### src/rtl/masked_codec_pkg.sv
// Shared constants and helpers for the masked SKINNY S-box host codec.
// LFSR definition, share count and the 4-bit SKINNY S-box table.
package masked_codec_pkg;

  localparam int LFSR_W  = 80;
  localparam int TAP_A   = 79;
  localparam int TAP_B   = 78;
  localparam int TAP_C   = 42;
  localparam int TAP_D   = 41;
  localparam int NSHARES = 3;

  // Nibble i of the table is S(i): C 6 9 0 1 A 2 B 3 8 5 D 4 E 7 F
  localparam logic [63:0] SKINNY_SBOX4 = 64'hF7E4_D583_B2A1_096C;

  function automatic logic [LFSR_W-1:0] lfsr_step(
    input logic [LFSR_W-1:0] s
  );
    logic fb;
    fb = s[TAP_A] ^ s[TAP_B] ^ s[TAP_C] ^ s[TAP_D];
    return {s[LFSR_W-2:0], fb};
  endfunction

  function automatic logic [LFSR_W-1:0] lfsr_adv80(
    input logic [LFSR_W-1:0] s
  );
    logic [LFSR_W-1:0] t;
    t = s;
    for (int i = 0; i < LFSR_W; i++) begin
      t = lfsr_step(t);
    end
    return t;
  endfunction

  function automatic logic [7:0] skinny_sbox8(input logic [7:0] x);
    logic [5:0] hi;
    logic [5:0] lo;
    hi = {x[7:4], 2'b00};
    lo = {x[3:0], 2'b00};
    return {SKINNY_SBOX4[hi +: 4], SKINNY_SBOX4[lo +: 4]};
  endfunction

endpackage

### src/rtl/codec_result_fifo.sv
// First-word-fall-through result FIFO with an explicit occupancy count.
// Pointers wrap modulo DEPTH; the count register resolves full/empty.
module codec_result_fifo
  import masked_codec_pkg::*;
#(
  parameter int DEPTH = 4,
  parameter int W     = 8,
  parameter int CW    = $clog2(DEPTH + 1)
) (
  input  logic          clk,
  input  logic          rst,
  input  logic          push,
  input  logic [W-1:0]  wdata,
  input  logic          pop,
  output logic [W-1:0]  rdata,
  output logic [CW-1:0] count
);

  localparam int AW = $clog2(DEPTH);

  logic [W-1:0]  mem_q [DEPTH];
  logic [W-1:0]  mem_d [DEPTH];
  logic [AW-1:0] wr_ptr_q, wr_ptr_d;
  logic [AW-1:0] rd_ptr_q, rd_ptr_d;
  logic [CW-1:0] count_q, count_d;

  always_comb begin
    mem_d    = mem_q;
    wr_ptr_d = wr_ptr_q;
    rd_ptr_d = rd_ptr_q;
    count_d  = count_q;
    if (push) begin
      mem_d[wr_ptr_q] = wdata;
      wr_ptr_d        = wr_ptr_q + AW'(1);
    end
    if (pop) begin
      rd_ptr_d = rd_ptr_q + AW'(1);
    end
    unique case ({push, pop})
      2'b10:   count_d = count_q + CW'(1);
      2'b01:   count_d = count_q - CW'(1);
      default: count_d = count_q;
    endcase
  end

  always_ff @(posedge clk or posedge rst) begin
    if (rst) begin
      for (int i = 0; i < DEPTH; i++) begin
        mem_q[i] <= '0;
      end
      wr_ptr_q <= '0;
      rd_ptr_q <= '0;
      count_q  <= '0;
    end else begin
      mem_q    <= mem_d;
      wr_ptr_q <= wr_ptr_d;
      rd_ptr_q <= rd_ptr_d;
      count_q  <= count_d;
    end
  end

  assign rdata = mem_q[rd_ptr_q];
  assign count = count_q;

  // The credit scheme upstream must make both of these unreachable
  a_no_overflow: assert property (@(posedge clk) disable iff (rst)
    !(push && !pop && count_q == CW'(DEPTH)));
  a_no_underflow: assert property (@(posedge clk) disable iff (rst)
    !(pop && count_q == '0));

endmodule

### src/rtl/masked_sbox_codec.sv
// Host codec for the 3-share masked SKINNY S-box pair: masks bytes,
// feeds refresh randomness, and recombines results into a stream.
module masked_sbox_codec
  import masked_codec_pkg::*;
#(
  parameter int          LAT   = 3,
  parameter int          DEPTH = 4,
  parameter logic [79:0] SEED  = 80'h1
) (
  input  logic        clk,
  input  logic        rst,
  input  logic        in_valid,
  output logic        in_ready,
  input  logic [7:0]  in_data,
  output logic [7:0]  sh_in1,
  output logic [7:0]  sh_in2,
  output logic [7:0]  sh_in3,
  output logic [63:0] r_out,
  input  logic [7:0]  sh_out1,
  input  logic [7:0]  sh_out2,
  input  logic [7:0]  sh_out3,
  output logic        out_valid,
  input  logic        out_ready,
  output logic [7:0]  out_data,
  input  logic        seed_load,
  input  logic [79:0] seed
);

  localparam int CW = $clog2(DEPTH + 1);

  logic [LFSR_W-1:0] prng_q, prng_d;
  logic [7:0]        sh1_q, sh1_d;
  logic [7:0]        sh2_q, sh2_d;
  logic [7:0]        sh3_q, sh3_d;
  logic [63:0]       r_q, r_d;
  logic [LAT:0]      v_q, v_d;
  logic [CW-1:0]     infl_q, infl_d;

  logic          accept;
  logic          retire;
  logic          pop;
  logic [7:0]    din;
  logic [7:0]    result;
  logic [7:0]    fifo_head;
  logic [CW-1:0] fifo_cnt;
  logic [CW:0]   credit_used;

  assign accept      = in_valid & in_ready;
  assign retire      = v_q[LAT];
  assign result      = sh_out1 ^ sh_out2 ^ sh_out3;
  assign credit_used = {1'b0, infl_q} + {1'b0, fifo_cnt};
  assign in_ready    = !rst && !seed_load
                    && (credit_used < (CW + 1)'(DEPTH));
  assign out_valid   = fifo_cnt != '0;
  assign pop         = out_valid & out_ready;
  assign out_data    = out_valid ? fifo_head : 8'h00;

  always_comb begin
    prng_d = lfsr_adv80(prng_q);
    if (seed_load) begin
      prng_d = (seed == '0) ? SEED : seed;
    end
    // Idle cycles still emit a fresh sharing of zero
    din   = accept ? in_data : 8'h00;
    sh1_d = prng_q[7:0];
    sh2_d = prng_q[15:8];
    sh3_d = din ^ prng_q[7:0] ^ prng_q[15:8];
    r_d   = prng_q[79:16];
    v_d   = {v_q[LAT-1:0], accept};
    unique case ({accept, retire})
      2'b10:   infl_d = infl_q + CW'(1);
      2'b01:   infl_d = infl_q - CW'(1);
      default: infl_d = infl_q;
    endcase
  end

  always_ff @(posedge clk or posedge rst) begin
    if (rst) begin
      prng_q <= SEED;
      sh1_q  <= '0;
      sh2_q  <= '0;
      sh3_q  <= '0;
      r_q    <= '0;
      v_q    <= '0;
      infl_q <= '0;
    end else begin
      prng_q <= prng_d;
      sh1_q  <= sh1_d;
      sh2_q  <= sh2_d;
      sh3_q  <= sh3_d;
      r_q    <= r_d;
      v_q    <= v_d;
      infl_q <= infl_d;
    end
  end

  assign sh_in1 = sh1_q;
  assign sh_in2 = sh2_q;
  assign sh_in3 = sh3_q;
  assign r_out  = r_q;

  codec_result_fifo #(
    .DEPTH (DEPTH),
    .W     (8),
    .CW    (CW)
  ) u_fifo (
    .clk   (clk),
    .rst   (rst),
    .push  (retire),
    .wdata (result),
    .pop   (pop),
    .rdata (fifo_head),
    .count (fifo_cnt)
  );

  a_infl_no_underflow: assert property (@(posedge clk) disable iff (rst)
    !(retire && !accept && infl_q == '0));

endmodule

### config.mk
export PLATFORM = sky130hd
export DESIGN_NAME = masked_sbox_codec
export DESIGN_NICKNAME = d
export VERILOG_FILES = /design/src/rtl/masked_codec_pkg.sv /design/src/rtl/codec_result_fifo.sv /design/src/rtl/masked_sbox_codec.sv
export SDC_FILE = /design/constraint.sdc
export NUM_CORES = 1
export LEC_CHECK = 0
export ABC_AREA = 0
export ABC_CLOCK_PERIOD_IN_PS = 14100
export BUFFER_PORTS_ARGS = -buffer_cell sky130_fd_sc_hd__buf_2
export CAP_MARGIN = 10
export CORE_MARGIN = 1
export CORE_UTILIZATION = 31
export DETAILED_ROUTE_END_ITERATION = 16
export SLEW_MARGIN = 20
export SYNTH_ARGS = -nofsm -noshare
export SYNTH_HDL_FRONTEND = slang
export SYNTH_SLANG_ARGS = --single-unit
### constraint.sdc
create_clock -name clk -period 14.1 [get_ports clk]
set_input_delay 0 -clock clk [delete_from_list [all_inputs] [get_ports clk]]
set_output_delay 0 -clock clk [all_outputs]
set_load 0.005 [all_outputs]
==> results.yml <==
clock_tree:
  clkSinkCount: 214
  cts_tree: "done"
  htree_levels: 1
  cts_buffers: 26
  post_cts_buffers: 0
  cts_resized: 0
  clock_latency_ns: 0.53
  holdBufCountCts: 144
  cts.reportedPaths.clkPinSlew_ns: 0.06
  cts_buffer_depth: 3
  cts.root.buffer_cell: "clkbuf_16"
grt:
  grt_pass1_vias: 7214
  grt_overflow: 0
  grt_util_all_layers: 0.167
  grt_pass1_wl_um: 39700
  antenna_found_initial: 3
  grt_max_degree: 140
power_and_ir_drop:
  leakagePower_nw: 5.58
  max-vdd-ir-drop_v: 0.000109
  total_power_mw: 3.65
  powerDensity_nw_per_um2: 278
synth:
  netlist_instances: 753
  yosysTopAreaCell: "dfrtp_1"
  yosys-top-cells-area: "dfrtp_1 57%, xnor2_1 21%, o21ai_0 4.3%, mux2_2 4.0%, nand2_1 3.7%"
  ys_async_sr_fraction: 1.00
  ys_seq_area_frac: 0.576
  yosys_warnings: 0
  avgSynthCellArea_um2: 12.4
  netlist.area_leader.share: 0.573
  synth_cell_types: 24
  synth_nets: 880
  synth_area_um2: 9300
  ys.flop_type: "dfrtp_1"
  synth_edf_count: 0
  ys_seq_elements: 214
cells_and_area:
  finalNonFillerCells: 1529
  final_cell_mix: "225 x xnor2_1, 213 x dfrtp_1, 213 x buf_2"
  area.growth.synth_to_final_pct: 41.0
  fill_cells: 2733
  layout_commonest_cell: "xnor2_1"
  multi_input_area_um2: 3820
  drive_gt1_frac: 0.264
  seqCellArea_um2: 5360
  layout.nets: 1248
routing:
  via_count: 6812
  wl_per_cell_um: 16.7
  drt_first_pass_iters: 4
  drt_iter0_drc: 387
  drc: 0
  via_per_inst: 4.46
  ant_nets: 0
  drt_wl_total_um: 25600
worst_setup_path:
  start_kind: "input port"
  worst-setup-path-type: "in -> reg"
  crit_top_cell: "dlygate4sd3_1"
  slowest_delay_ns: 0.54
  required_ns: 14.50
  cp.arrival_ns: 3.53
  worstPathMaxFanout: 10
  crit_buf_inv: 4
  endpoint_kind: "register"
  critPathTopFamily: "buffers and inverters"
  worst_path_max_delay_cell: "dlygate4sd3_1"
  cp_cell_sequence: "dlygate4sd3_1 -> dlygate4sd3_1 -> buf_2 -> or4_1 -> a311oi_2 -> and2_1 -> inv_1 -> ha_1 -> fa_1 -> xnor2_1 -> nor2_1 -> xor2_1"
die:
  core_region_area_um2: 29600
  rows: 63
  die_y_um: 175
  die-area_um2: 30700
  initial_core_util: 0.315
  die_width_um: 175
  ioPinCount: 215
sta:
  rsz0062_at_grt: "no"
  finalHoldViolCount: 0
  fin_crit_ns: 3.13
  fmax_mhz: 320
  final_max_slew_viol_count: 0
  finClkSkew_ns: 0.0158
  finalSetupTns_ns: 0
  min_period_over_period: 0.222
  setup_viol: 0
  relSlewSlack: 0.350
  worst_pin_slew_ns: 0.975
min_path:
  hold_class: "in -> reg"
place:
  dpl.hpwl_um: 17100
  port_buffers: 214
  place_inst: 1337
  gp_congestion: 0.828
run_status:
  outcome: "finished, final reports clean"
job:
  drv_cap: 0
worst paths after layout:
path,from,endpoint,slack (ns),depth (start not counted)
setup / recovery,rst,infl_q[2],10.97,12
hold / removal,seed_load,prng_q[5],0.05,2
setup reg to reg,infl_q[2],infl_q[2],11.12,10
hold reg to reg,v_q[1],v_q[2],0.35,0
max in group asynchronous,rst,prng_q[41],11.78,6
min in group asynchronous,rst,u_fifo.rd_ptr_q[0],0.53,4
worst reg2reg max path, delay by kind of cell (launching register included):
kind / cells / cell delay [ns]
xor gates and xnor gates: 2 / 0.31
DFF: 1 / 0.39
and+or+nand+nor: 3 / 0.94
AOI/OAI and AO/OA: 1 / 0.21
buffers and inverters: 1 / 0.09
adders and majority gates: 3 / 0.91
cell type report:
class | count | area share
clock inverter | 10 | 0.00944
antenna | 3 | 0.000572
inverter | 9 | 0.00315
tap | 390 | 0.0372
timing repair buffer | 362 | 0.196
clock buffer | 33 | 0.0539
multi-input combinational | 508 | 0.292
sequential | 214 | 0.408
where the power goes:
part | total, mW | switching, mW | internal (mW)
clock | 0.654 | 0.264 | 0.389
sequential | 1.20 | 0.263 | 0.936
combinational | 1.79 | 0.784 | 1.01
total | 3.65 | 1.31 | 2.33
flip-flops by register name, summed over array words and instances (netlist names):
signal,flops
sh_in3,8
sh_in1,8
u_fifo.count,3
v_q,4
r_out,64
u_fifo.wr_ptr_q,2
u_fifo.rd_ptr_q,2
prng_q,80
sh_in2,8
infl_q,3
u_fifo.mem_q,32
synthesized netlist by cell type (2+ instances only):
master	count
a21oi_1	2
and2_1	10
clkbuf_1	20
dfrtp_1	213
fa_1	2
ha_1	8
inv_1	9
mux2_2	33
mux4_2	8
nand2_1	91
nand4_1	5
nor2_1	5
nor4_1	20
o21ai_0	79
or4_1	2
xnor2_1	225
xor2_1	14
metal layers:
layer	global-route usage	wire length, um
met1	0.218	11300
met2	0.285	12400
met3	0.0302	1330
met4	0.0446	534
met5	0	0
cell families after synthesis:
group / count (synthesis) / share of synthesized area
buffers and inverters: 31 / 0.0130
flip-flops: 214 / 0.576
multiplexers: 42 / 0.0604
AND/OR/NAND/NOR: 134 / 0.0646
XOR/XNOR: 239 / 0.225
AO/OA/AOI/OAI: 83 / 0.0460
adder cells (fa/ha/maj): 10 / 0.0151
metrics by stage:
stage / setup slack [ns] / util / cell area (um^2) / hold slack (ns)
2_1_floorplan: 8.25 / - / 9300 / 0.121
3_3_place_gp: 11.13 / 0.365 / 10800 / 0.226
3_5_place_dp: 11.10 / 0.365 / 10800 / 0.233
4_1_cts: 11.07 / 0.442 / 13100 / 0.00682
5_1_grt: 10.81 / 0.444 / 13100 / 0.0518
6_report: 10.97 / 0.444 / 13100 / 0.0532
No activity file was read; power rests on OpenSTA's default activity.
